==> config.mk <==
export PLATFORM = sky130hd
export DESIGN_NAME = vga_sync_gen
export DESIGN_NICKNAME = d
export VERILOG_FILES = /design/src/rtl/vga_pkg.sv /design/src/rtl/pix_strobe_div.sv /design/src/rtl/vga_sync_gen.sv
export SDC_FILE = /design/constraint.sdc
export NUM_CORES = 1
export LEC_CHECK = 0
export ABC_AREA = 1
export CORE_UTILIZATION = 40
export CTS_BUF_LIST = sky130_fd_sc_hd__clkbuf_4 sky130_fd_sc_hd__clkbuf_8
export CTS_CLUSTER_SIZE = 28
export DETAILED_ROUTE_END_ITERATION = 16
export DONT_BUFFER_PORTS = 1
export PLACE_DENSITY = 0.62
export SYNTH_ARGS = -nofsm -noshare
export SYNTH_HDL_FRONTEND = slang
export SYNTH_SLANG_ARGS = --single-unit
==> constraint.sdc <==
create_clock -name Clk -period 2.17 [get_ports Clk]
set_input_delay 0.3255 -clock Clk [delete_from_list [all_inputs] [get_ports Clk]]
set_output_delay 0.3255 -clock Clk [all_outputs]
set_load 0.05 [all_outputs]
==> src/rtl/vga_pkg.sv <==
// Shared VGA timing defaults (640x480@60) and the coordinate type used by the sync generator.
package vga_pkg;

  typedef logic [9:0] vga_coord_t;

  localparam int DEF_CLK_DIV   = 2;
  localparam int DEF_H_VISIBLE = 640;
  localparam int DEF_H_FRONT   = 16;
  localparam int DEF_H_SYNC    = 96;
  localparam int DEF_H_BACK    = 48;
  localparam int DEF_V_VISIBLE = 480;
  localparam int DEF_V_FRONT   = 10;
  localparam int DEF_V_SYNC    = 2;
  localparam int DEF_V_BACK    = 33;

  localparam int DEF_H_TOTAL = DEF_H_VISIBLE + DEF_H_FRONT + DEF_H_SYNC + DEF_H_BACK;
  localparam int DEF_V_TOTAL = DEF_V_VISIBLE + DEF_V_FRONT + DEF_V_SYNC + DEF_V_BACK;

  // Inclusive window test used for both sync pulses.
  function automatic logic in_window(vga_coord_t v, vga_coord_t lo, vga_coord_t hi);
    return (v >= lo) && (v <= hi);
  endfunction

endpackage

==> src/rtl/pix_strobe_div.sv <==
// Clock divider producing a one-Clk pixel-enable strobe every CLK_DIV system clocks.
module pix_strobe_div #(
  parameter int CLK_DIV = 2
) (
  input  logic Clk,
  input  logic Reset,
  output logic pix_en
);

  localparam int DIV_W = (CLK_DIV > 1) ? $clog2(CLK_DIV) : 1;
  localparam logic [DIV_W-1:0] DIV_LAST = DIV_W'(CLK_DIV - 1);

  logic [DIV_W-1:0] div_reg;
  logic             strobe_reg;

  // Strobe is registered off the terminal count: it is low out of reset and
  // first rises CLK_DIV cycles after release (1 cycle when CLK_DIV = 1).
  always_ff @(posedge Clk or negedge Reset) begin
    if (!Reset) begin
      div_reg    <= '0;
      strobe_reg <= 1'b0;
    end else begin
      div_reg    <= (div_reg == DIV_LAST) ? '0 : div_reg + 1'b1;
      strobe_reg <= (div_reg == DIV_LAST);
    end
  end

  assign pix_en = strobe_reg;

endmodule

==> src/rtl/vga_sync_gen.sv <==
// VGA raster timing: pixel strobe, H/V counters, registered syncs/blank and line/frame markers.
// Optional frame counter enabled by defining VGA_FRAME_COUNT_EN.
module vga_sync_gen
  import vga_pkg::*;
#(
  parameter int CLK_DIV   = DEF_CLK_DIV,
  parameter int H_VISIBLE = DEF_H_VISIBLE,
  parameter int H_FRONT   = DEF_H_FRONT,
  parameter int H_SYNC    = DEF_H_SYNC,
  parameter int H_BACK    = DEF_H_BACK,
  parameter int V_VISIBLE = DEF_V_VISIBLE,
  parameter int V_FRONT   = DEF_V_FRONT,
  parameter int V_SYNC    = DEF_V_SYNC,
  parameter int V_BACK    = DEF_V_BACK
) (
  input  logic        Clk,
  input  logic        Reset,
  output logic        pix_en,
  output logic        VGA_HS,
  output logic        VGA_VS,
  output logic        VGA_BLANK_N,
  output logic        VGA_SYNC_N,
  output logic [9:0]  DrawX,
  output logic [9:0]  DrawY,
  output logic        line_start,
  output logic        frame_start,
  output logic [15:0] frame_count
);

  localparam vga_coord_t H_LAST   = vga_coord_t'(H_VISIBLE + H_FRONT + H_SYNC + H_BACK - 1);
  localparam vga_coord_t V_LAST   = vga_coord_t'(V_VISIBLE + V_FRONT + V_SYNC + V_BACK - 1);
  localparam vga_coord_t H_VIS    = vga_coord_t'(H_VISIBLE);
  localparam vga_coord_t V_VIS    = vga_coord_t'(V_VISIBLE);
  localparam vga_coord_t HS_START = vga_coord_t'(H_VISIBLE + H_FRONT);
  localparam vga_coord_t HS_END   = vga_coord_t'(H_VISIBLE + H_FRONT + H_SYNC - 1);
  localparam vga_coord_t VS_START = vga_coord_t'(V_VISIBLE + V_FRONT);
  localparam vga_coord_t VS_END   = vga_coord_t'(V_VISIBLE + V_FRONT + V_SYNC - 1);

  logic       pix_en_w;
  vga_coord_t x_reg, y_reg, x_next, y_next;
  logic       line_wrap, frame_wrap;
  logic       hs_reg, vs_reg, blank_n_reg, line_start_reg, frame_start_reg;

  pix_strobe_div #(
    .CLK_DIV (CLK_DIV)
  ) u_pix_strobe_div (
    .Clk    (Clk),
    .Reset  (Reset),
    .pix_en (pix_en_w)
  );

  always_comb begin
    x_next     = x_reg;
    y_next     = y_reg;
    line_wrap  = pix_en_w && (x_reg == H_LAST);
    frame_wrap = line_wrap && (y_reg == V_LAST);
    if (pix_en_w) begin
      if (x_reg == H_LAST) begin
        x_next = '0;
        y_next = (y_reg == V_LAST) ? '0 : vga_coord_t'(y_reg + 1'b1);
      end else begin
        x_next = vga_coord_t'(x_reg + 1'b1);
      end
    end
  end

  // Syncs and blank are decoded from the next counter values so they change
  // on the same edge as DrawX/DrawY.
  always_ff @(posedge Clk or negedge Reset) begin
    if (!Reset) begin
      x_reg           <= '0;
      y_reg           <= '0;
      hs_reg          <= 1'b1;
      vs_reg          <= 1'b1;
      blank_n_reg     <= 1'b1;
      line_start_reg  <= 1'b0;
      frame_start_reg <= 1'b0;
    end else begin
      x_reg           <= x_next;
      y_reg           <= y_next;
      hs_reg          <= !in_window(x_next, HS_START, HS_END);
      vs_reg          <= !in_window(y_next, VS_START, VS_END);
      blank_n_reg     <= (x_next < H_VIS) && (y_next < V_VIS);
      line_start_reg  <= line_wrap;
      frame_start_reg <= frame_wrap;
    end
  end

`ifdef VGA_FRAME_COUNT_EN
  logic [15:0] frame_count_reg;

  always_ff @(posedge Clk or negedge Reset) begin
    if (!Reset) begin
      frame_count_reg <= '0;
    end else if (frame_wrap) begin
      frame_count_reg <= frame_count_reg + 16'd1;
    end
  end

  assign frame_count = frame_count_reg;
`else
  assign frame_count = 16'd0;
`endif

  assign pix_en      = pix_en_w;
  assign VGA_HS      = hs_reg;
  assign VGA_VS      = vs_reg;
  assign VGA_BLANK_N = blank_n_reg;
  assign VGA_SYNC_N  = 1'b0;
  assign DrawX       = x_reg;
  assign DrawY       = y_reg;
  assign line_start  = line_start_reg;
  assign frame_start = frame_start_reg;

endmodule
==> metrics.md, run 1 <==
| Metric | Value |
|---|---|
| Outcome | completed |
| Most used cell, CP | nand2_1 |
| Initial core utilization | 0.417 |
| I/O pin cnt | 45 |
| Total Neg Setup Slack | 0 ns |
| Synth Area in XOR/XNOR | 0.0208 |
| Leak | 1.11 nW |
| Power Density | 460 nW/um^2 |
| CTS tree | yes |
| Critical path's slowest cell | dfrtp_1 |
| Final-report setup violation count | 0 |
| CTS clk-pin slew, worst paths | 0.10 ns |
| Hold depth | 0 |
| Clock sinks | 27 |
| Adder-Cell Fraction of Synth Area | 0.0223 |
| Drt pass-1 iters | 4 |
| CTS H-Tree Depth | 1 |
| Unrepaired setup endpoints after global routing | no |
| Largest stage delay, worst path | 0.36 ns |
| Initial antenna violation count | 0 |
| Number of CTS-inserted buffers | 3 |
| CTS resizes | 0 |
| Hold Slack | 0.385 ns |
| Fin util | 0.475 |
| Final net count | 257 |
| Worst clock skew | 0.0106 ns |
| Period Utilization, post-route | 0.832 |
| Vias per inst | 4.47 |
| Sequential share of power | 0.572 |
| Comb pwr share | 0.089 |
| Die H | 66.8 um |
| Pre-CTS setup slack | 0.395 ns |
| Startpoint types | flip-flop |
| Pin count of the biggest net entering global routing | 28 |
| Gpl congestion | 0.860 |
| Largest family of logic cells by synthesized area | simple AND/OR/NAND/NOR gates |
| Placed Area | 1840 sq um |
| Mean area per synthesized cell | 7.47 sq um |
| Buffers on Ports | 0 |
| Worst skew pair latency | 0.28 ns |
| Crit path required time | 2.39 ns |
| Vias in the first global route | 1307 |
| GRT Overall Usage | 0.175 |
| Gate Count Post-Synth | 225 |
| Count of final hold-check violations | 0 |
| Post-synthesis mux area share | 0 |
| Yosys warns | 0 |
| FP Rows | 23 |
| Residual antenna-violating net count after detailed routing | 0 |
| Final wirelength | 3320 um |
| Peak Freq | 0.554 GHz |
| Maximum vdd drop | 196 uV |
| Unique cell type count in the Yosys netlist | 26 |
| Worst hold path class | reg2reg |
| Area growth syn-to-layout | 13.8% |
| Clock Tree Buf Depth | 2 |
| Clock group share of total power | 0.339 |
| Fraction of layout cells with a size suffix above 1 | 0.191 |
| Worst path arrival time | 2.03 ns |
| Chip width | 66.8 um |
| Count of final max-slew check failures | 0 |
| Sw Pwr | 0.243 mW |
| Post-DP HPWL | 2600 um |
| Clock root buffer master | clkbuf_8 |
| Final min period | 1.81 ns |
| Mapped Area | 1680 sq um |
| Crit path max fanout | 6 |
| Yosys reg bits | 27 |
| P_int | 0.637 mW |
| Simple-Gate Fraction of Synth Area | 0.340 |
| Final WS setup | 0.365 ns |
| Switching share of power | 0.276 |
| Crit Path Category | reg2reg |
| Routed len/inst | 11.0 um |
| Congestion Overflow GR | 0 |
| Core Area | 4030 sq um |
| Crit path cell chain | ha_1 -> nand2_2 -> nor2_8 -> inv_4 -> nor2_4 -> nand2_2 -> nand2_1 -> nand2_1 -> a21oi_1 -> nand3_1 -> nor2_1 -> nand2_1 |
| Max-Cap Viols | 0 |
| Endpoint class of the critical path | flip-flop |
| Remaining DRCs | 0 |
| Commonest non-fill, non-tap cell in the layout | nand2_1 |
| R2R cell count | 12 |
| Via Count | 1345 |
| Synth Area in Compound Gates | 0.0387 |
| Most frequent cells in the layout | nand2_1 (46), inv_1 (38), nor2_1 (29), dfrtp_1 (24), nand3_1 (24) |
| Diodes inserted | 0 |
| Die area | 4460 sq um |
| Design Area, Final | 1910 sq um |
| First-pass GRT wire length | 5890 um |
| Sequential share of the synthesized area | 0.404 |
| 1st-iter DRT viols | 67 |
metrics by stage:
step                total power [mW]  cells
floorplan                      0.601    241
global placement               0.576    295
detailed placement             0.576    295
CTS                            0.885    301
global route                   0.917    301
finish                         0.880    301
worst paths after layout:
path                                     startpoint                 endpoint  slack, ns
max                                        DrawX[1]                   VGA_VS       0.36
min                        u_pix_strobe_div.div_reg  u_pix_strobe_div.pix_en       0.38
max reg2reg                                DrawX[1]                   VGA_VS       0.36
min reg2reg                u_pix_strobe_div.div_reg  u_pix_strobe_div.pix_en       0.38
max in group asynchronous                     Reset                   VGA_HS       1.47
min in group asynchronous                     Reset                 DrawY[0]       0.46
logic make-up after synthesis:
kind of cell	Yosys count
compound gates	13
xor+xnor	4
fa+ha+maj	3
buf+inv	59
flops	27
other cells	1
simple gates	118
synth_stat cells, drive strengths merged:
cell	instances	area (sq um)
nand3	26	140
nor2	35	184
a21oi	5	25.0
or2	1	6.26
dfstp	3	78.8
xnor2	1	8.76
buf	18	133
dfrtp	24	601
inv	41	156
nand2	52	215
nand4	3	18.8
o21ai	8	40.0
xor2	3	26.3
ha	3	37.5
conb	1	3.75
and2	1	6.26
power by group through the flow:
| stage | Combinational (mW) | Sequential, mW | Clock (mW) |
|---|---|---|---|
| 4_1_cts | 0.0795 | 0.503 | 0.303 |
| 6_report | 0.0786 | 0.503 | 0.298 |
| 5_1_grt | 0.0845 | 0.503 | 0.330 |
| 3_3_place_gp | 0.0635 | 0.513 | 0 |
| 3_5_place_dp | 0.0635 | 0.513 | 0 |
| 2_1_floorplan | 0.0877 | 0.513 | 0 |
routing by layer:
metal  share of wire  GRT usage  vias to the layer above  wire, um
li1                -          -                      709         -
met4           0.019     0.0532                        0        63
met1            0.48      0.236                      597      1600
met5               0          0                        -         0
met2            0.46      0.284                       32      1520
met3           0.041     0.0308                        7       135
repair_timing:
item                                   in CTS  in global routing
endpoints found under the hold margin      27                  0
setup buffers                               0                  0
hold buffers                                2                  0
final cells by class:
type / count / area (sq um)
flip-flops and latches: 27 / 679
well taps: 50 / 62.6
inverters: 41 / 156
repair buffers: 24 / 195
clock buffers: 3 / 41.3
multi-input cells: 155 / 772
fillers: 421 / 2120
clock inverters: 1 / 5.00
worst max-delay path: cells and delay by family (launching register included):
kind | cells | cell delay, ns
AOI/OAI and AO/OA | 1 | 0.13
adders and majority gates | 1 | 0.18
buffers and inverters | 1 | 0.05
DFF | 1 | 0.36
and+or+nand+nor | 9 | 1.04
Note: power is estimated with default switching activity, not from simulation.
==> run 2: changes to the inputs <==
--- a/config.mk
+++ b/config.mk
@@ -5,7 +5,7 @@
 export SDC_FILE = /design/constraint.sdc
 export NUM_CORES = 1
 export LEC_CHECK = 0
-export ABC_AREA = 1
+export ABC_AREA = 0
 export CORE_UTILIZATION = 40
 export CTS_BUF_LIST = sky130_fd_sc_hd__clkbuf_4 sky130_fd_sc_hd__clkbuf_8
 export CTS_CLUSTER_SIZE = 28
==> constraint.sdc (replaced) <==
create_clock -name Clk -period 1.88 [get_ports Clk]
set_input_delay 0.282 -clock Clk [delete_from_list [all_inputs] [get_ports Clk]]
set_output_delay 0.282 -clock Clk [all_outputs]
set_load 0.05 [all_outputs]
==> run 2 against run 1 <==
Net effect: power increased by 16%; cell count decreased by 17%; clock power increased by 18%; first-iteration DRC count increased by 36%; register-to-register slack got worse by 0.36 ns; worst setup slack got worse by 0.36 ns; sequential power increased by 15%; global-route usage increased by 0.83 points; combinational power increased by 17%; sequential share of layout area decreased by 0.98 points; maximum frequency decreased by 3.8%.
==> metrics.md, run 2 <==
| Metric | Value |
|---|---|
| Core Area | 3660 sq um |
| Clock Tree Buf Depth | 2 |
| Pin count of the biggest net entering global routing | 28 |
| Count of final max-slew check failures | 0 |
| Number of CTS-inserted buffers | 3 |
| Crit Path Category | reg2reg |
| Fin util | 0.549 |
| Crit path max fanout | 6 |
| Crit path required time | 2.07 ns |
| Peak Freq | 0.533 GHz |
| 1st-iter DRT viols | 91 |
| Largest stage delay, worst path | 0.45 ns |
| Sequential share of power | 0.568 |
| Final net count | 208 |
| Mean area per synthesized cell | 9.78 sq um |
| Final min period | 1.88 ns |
| GRT Overall Usage | 0.184 |
| Die H | 64.0 um |
| Drt pass-1 iters | 4 |
| Final wirelength | 3730 um |
| Mapped Area | 1540 sq um |
| Power Density | 509 nW/um^2 |
| Outcome | completed |
| Clock group share of total power | 0.343 |
| Area share of the largest cell type after synthesis | 0.391 |
| Initial antenna violation count | 0 |
| Count of final hold-check violations | 0 |
| Commonest cells in the netlist | dfrtp_1 (24), buf_4 (19), nor2_1 (12) |
| Congestion Overflow GR | 0 |
| Vias in the first global route | 1257 |
| Synth area leaders | dfrtp_1 (39%), buf_4 (9.3%), dfstp_2 (5.1%), xor2_1 (3.4%), nand3_1 (3.3%) |
| Die area | 4090 sq um |
| FFs w/ async S/R, synth | 1.00 |
| First-pass GRT wire length | 5800 um |
| Chip width | 64.0 um |
| Post-DP HPWL | 2660 um |
| Yosys warns | 0 |
| Fraction of layout cells with a size suffix above 1 | 0.406 |
| Period Utilization, post-route | 0.999 |
| Clock root buffer master | clkbuf_8 |
| Dpl cells | 238 |
| Worst clock skew | 0.00370 ns |
| Most frequent cell after synthesis | dfrtp_1 |
| Max-Cap Viols | 0 |
| Yosys reg bits | 27 |
| Gpl congestion | 0.912 |
| Endpoint class of the critical path | flip-flop |
| Sequential share of the synthesized area | 0.443 |
| Worst hold path class | reg2reg |
| CTS clk-pin slew, worst paths | 0.09 ns |
| Buffers on Ports | 0 |
| Via Count | 1292 |
| Unique cell type count in the Yosys netlist | 44 |
| Sw Pwr | 0.270 mW |
| Main flop type after synthesis | dfrtp_1 |
| Area growth syn-to-layout | 30.9% |
| Switching share of power | 0.264 |
| CTS H-Tree Depth | 1 |
| Post-synth EDFFs | 0 |
| Most frequent cells in the layout | buf_4 (44), conb_1 (17), dfrtp_2 (12), dfrtp_1 (12), nor2_1 (12) |
| Total Neg Setup Slack | 0 ns |
| Maximum vdd drop | 251 uV |
| Critical path's slowest cell | a2111o_1 |
| Unrepaired setup endpoints after global routing | yes |
| Clock sinks | 27 |
| Remaining DRCs | 0 |
| FP Rows | 22 |
| CTS tree | yes |
| Routed len/inst | 14.9 um |
| Hold Slack | 0.385 ns |
| Diodes inserted | 0 |
| Final-report setup violation count | 0 |
| Worst skew pair latency | 0.27 ns |
| Residual antenna-violating net count after detailed routing | 0 |
| Commonest non-fill, non-tap cell in the layout | buf_4 |
| P_int | 0.752 mW |
| Worst path arrival time | 2.07 ns |
| Pwr Total | 1.02 mW |
| I/O pin cnt | 45 |
| Comb pwr share | 0.090 |
| Startpoint types | flip-flop |
| Vias per inst | 5.17 |
| Leak | 0.915 nW |
| Layout Cells excl Fill | 250 |
| Initial core utilization | 0.419 |
| Gate Count Post-Synth | 157 |
| Crit path cell chain | buf_4 -> ha_4 -> nand2_2 -> or3b_4 -> a2111o_1 -> o31ai_2 -> nand4b_1 |
| Yosys top cell by area | dfrtp_1 |
run 2: changes by cell type after synthesis, sizes merged, moves of 5 or more:
cell and change:
nand2 -43, inv -30, nor2 -23, nand3 -16, nor3 +5, nor4 +5
o21ai -5
run 2: worst paths after layout:
path	slack, ns	depth (start not counted)	start	endpoint
worst max-delay path	0.002	7	DrawY[0]	VGA_VS
worst min-delay path	0.39	0	u_pix_strobe_div.div_reg	u_pix_strobe_div.pix_en
worst max register to register	0.002	7	DrawY[0]	VGA_VS
worst min register to register	0.39	0	u_pix_strobe_div.div_reg	u_pix_strobe_div.pix_en
max in group asynchronous	1.21	2	Reset	VGA_BLANK_N
min in group asynchronous	0.44	2	Reset	line_start
run 2: power by group through the flow:
stage / combinational [mW] / sequential [mW] / clock, mW
2_1_floorplan: 0.101 / 0.592 / 0
3_3_place_gp: 0.0732 / 0.592 / 0
3_5_place_dp: 0.0732 / 0.592 / 0
4_1_cts: 0.0919 / 0.581 / 0.365
5_1_grt: 0.0961 / 0.581 / 0.386
6_report: 0.0916 / 0.580 / 0.351
run 2: metrics by stage:
step | setup slack [ns] | instance area (sq um)
finish | 0.00244 | 2010
global route | -0.0861 | 2010
CTS | 0.0167 | 1920
detailed placement | 0.0131 | 1830
global placement | -0.00761 | 1830
floorplan | -0.0826 | 1640
run 2: final cells by class:
cell class              instances  area, sq um
clock buffers                   4         48.8
fillers                       318         1650
inverters                      11         41.3
multi-input cells             114          805
flip-flops and latches         27          694
well taps                      48         60.1
repair buffers                 46          360
run 2: repair_timing:
item / 4_1_cts / 5_1_grt
hold endpoints to repair: 27 / 0
pin swaps: 0 / 3
resized for setup: 1 / 11
buffers inserted: 0 / 6
hold buffers: 2 / 0
setup endpoints to repair: 1 / 5
run 2: per-layer routing:
metal	vias to the layer above	track usage	part of all wire
met1	643	0.216	0.42
li1	604	-	-
met2	37	0.309	0.50
met3	8	0.0536	0.057
met5	-	0	0
met4	0	0.0795	0.024
run 2: cells by family after synthesis:
kind of cell,share of synthesized area
AND/OR/NAND/NOR,0.212
buffers and inverters,0.130
flip-flops,0.443
AO/OA/AOI/OAI,0.0970
XOR/XNOR,0.0570
multiplexers,0.0342
adder cells (fa/ha/maj),0.0245
other,0.00244
run 2: worst max-delay path, delay by kind of cell (launching register included):
family / cells / cell delay, ns
AO/OA/AOI/OAI: 2 / 0.54
AND/OR/NAND/NOR: 3 / 0.58
buffers and inverters: 1 / 0.12
adder cells (fa/ha/maj): 1 / 0.16
flip-flops: 1 / 0.40
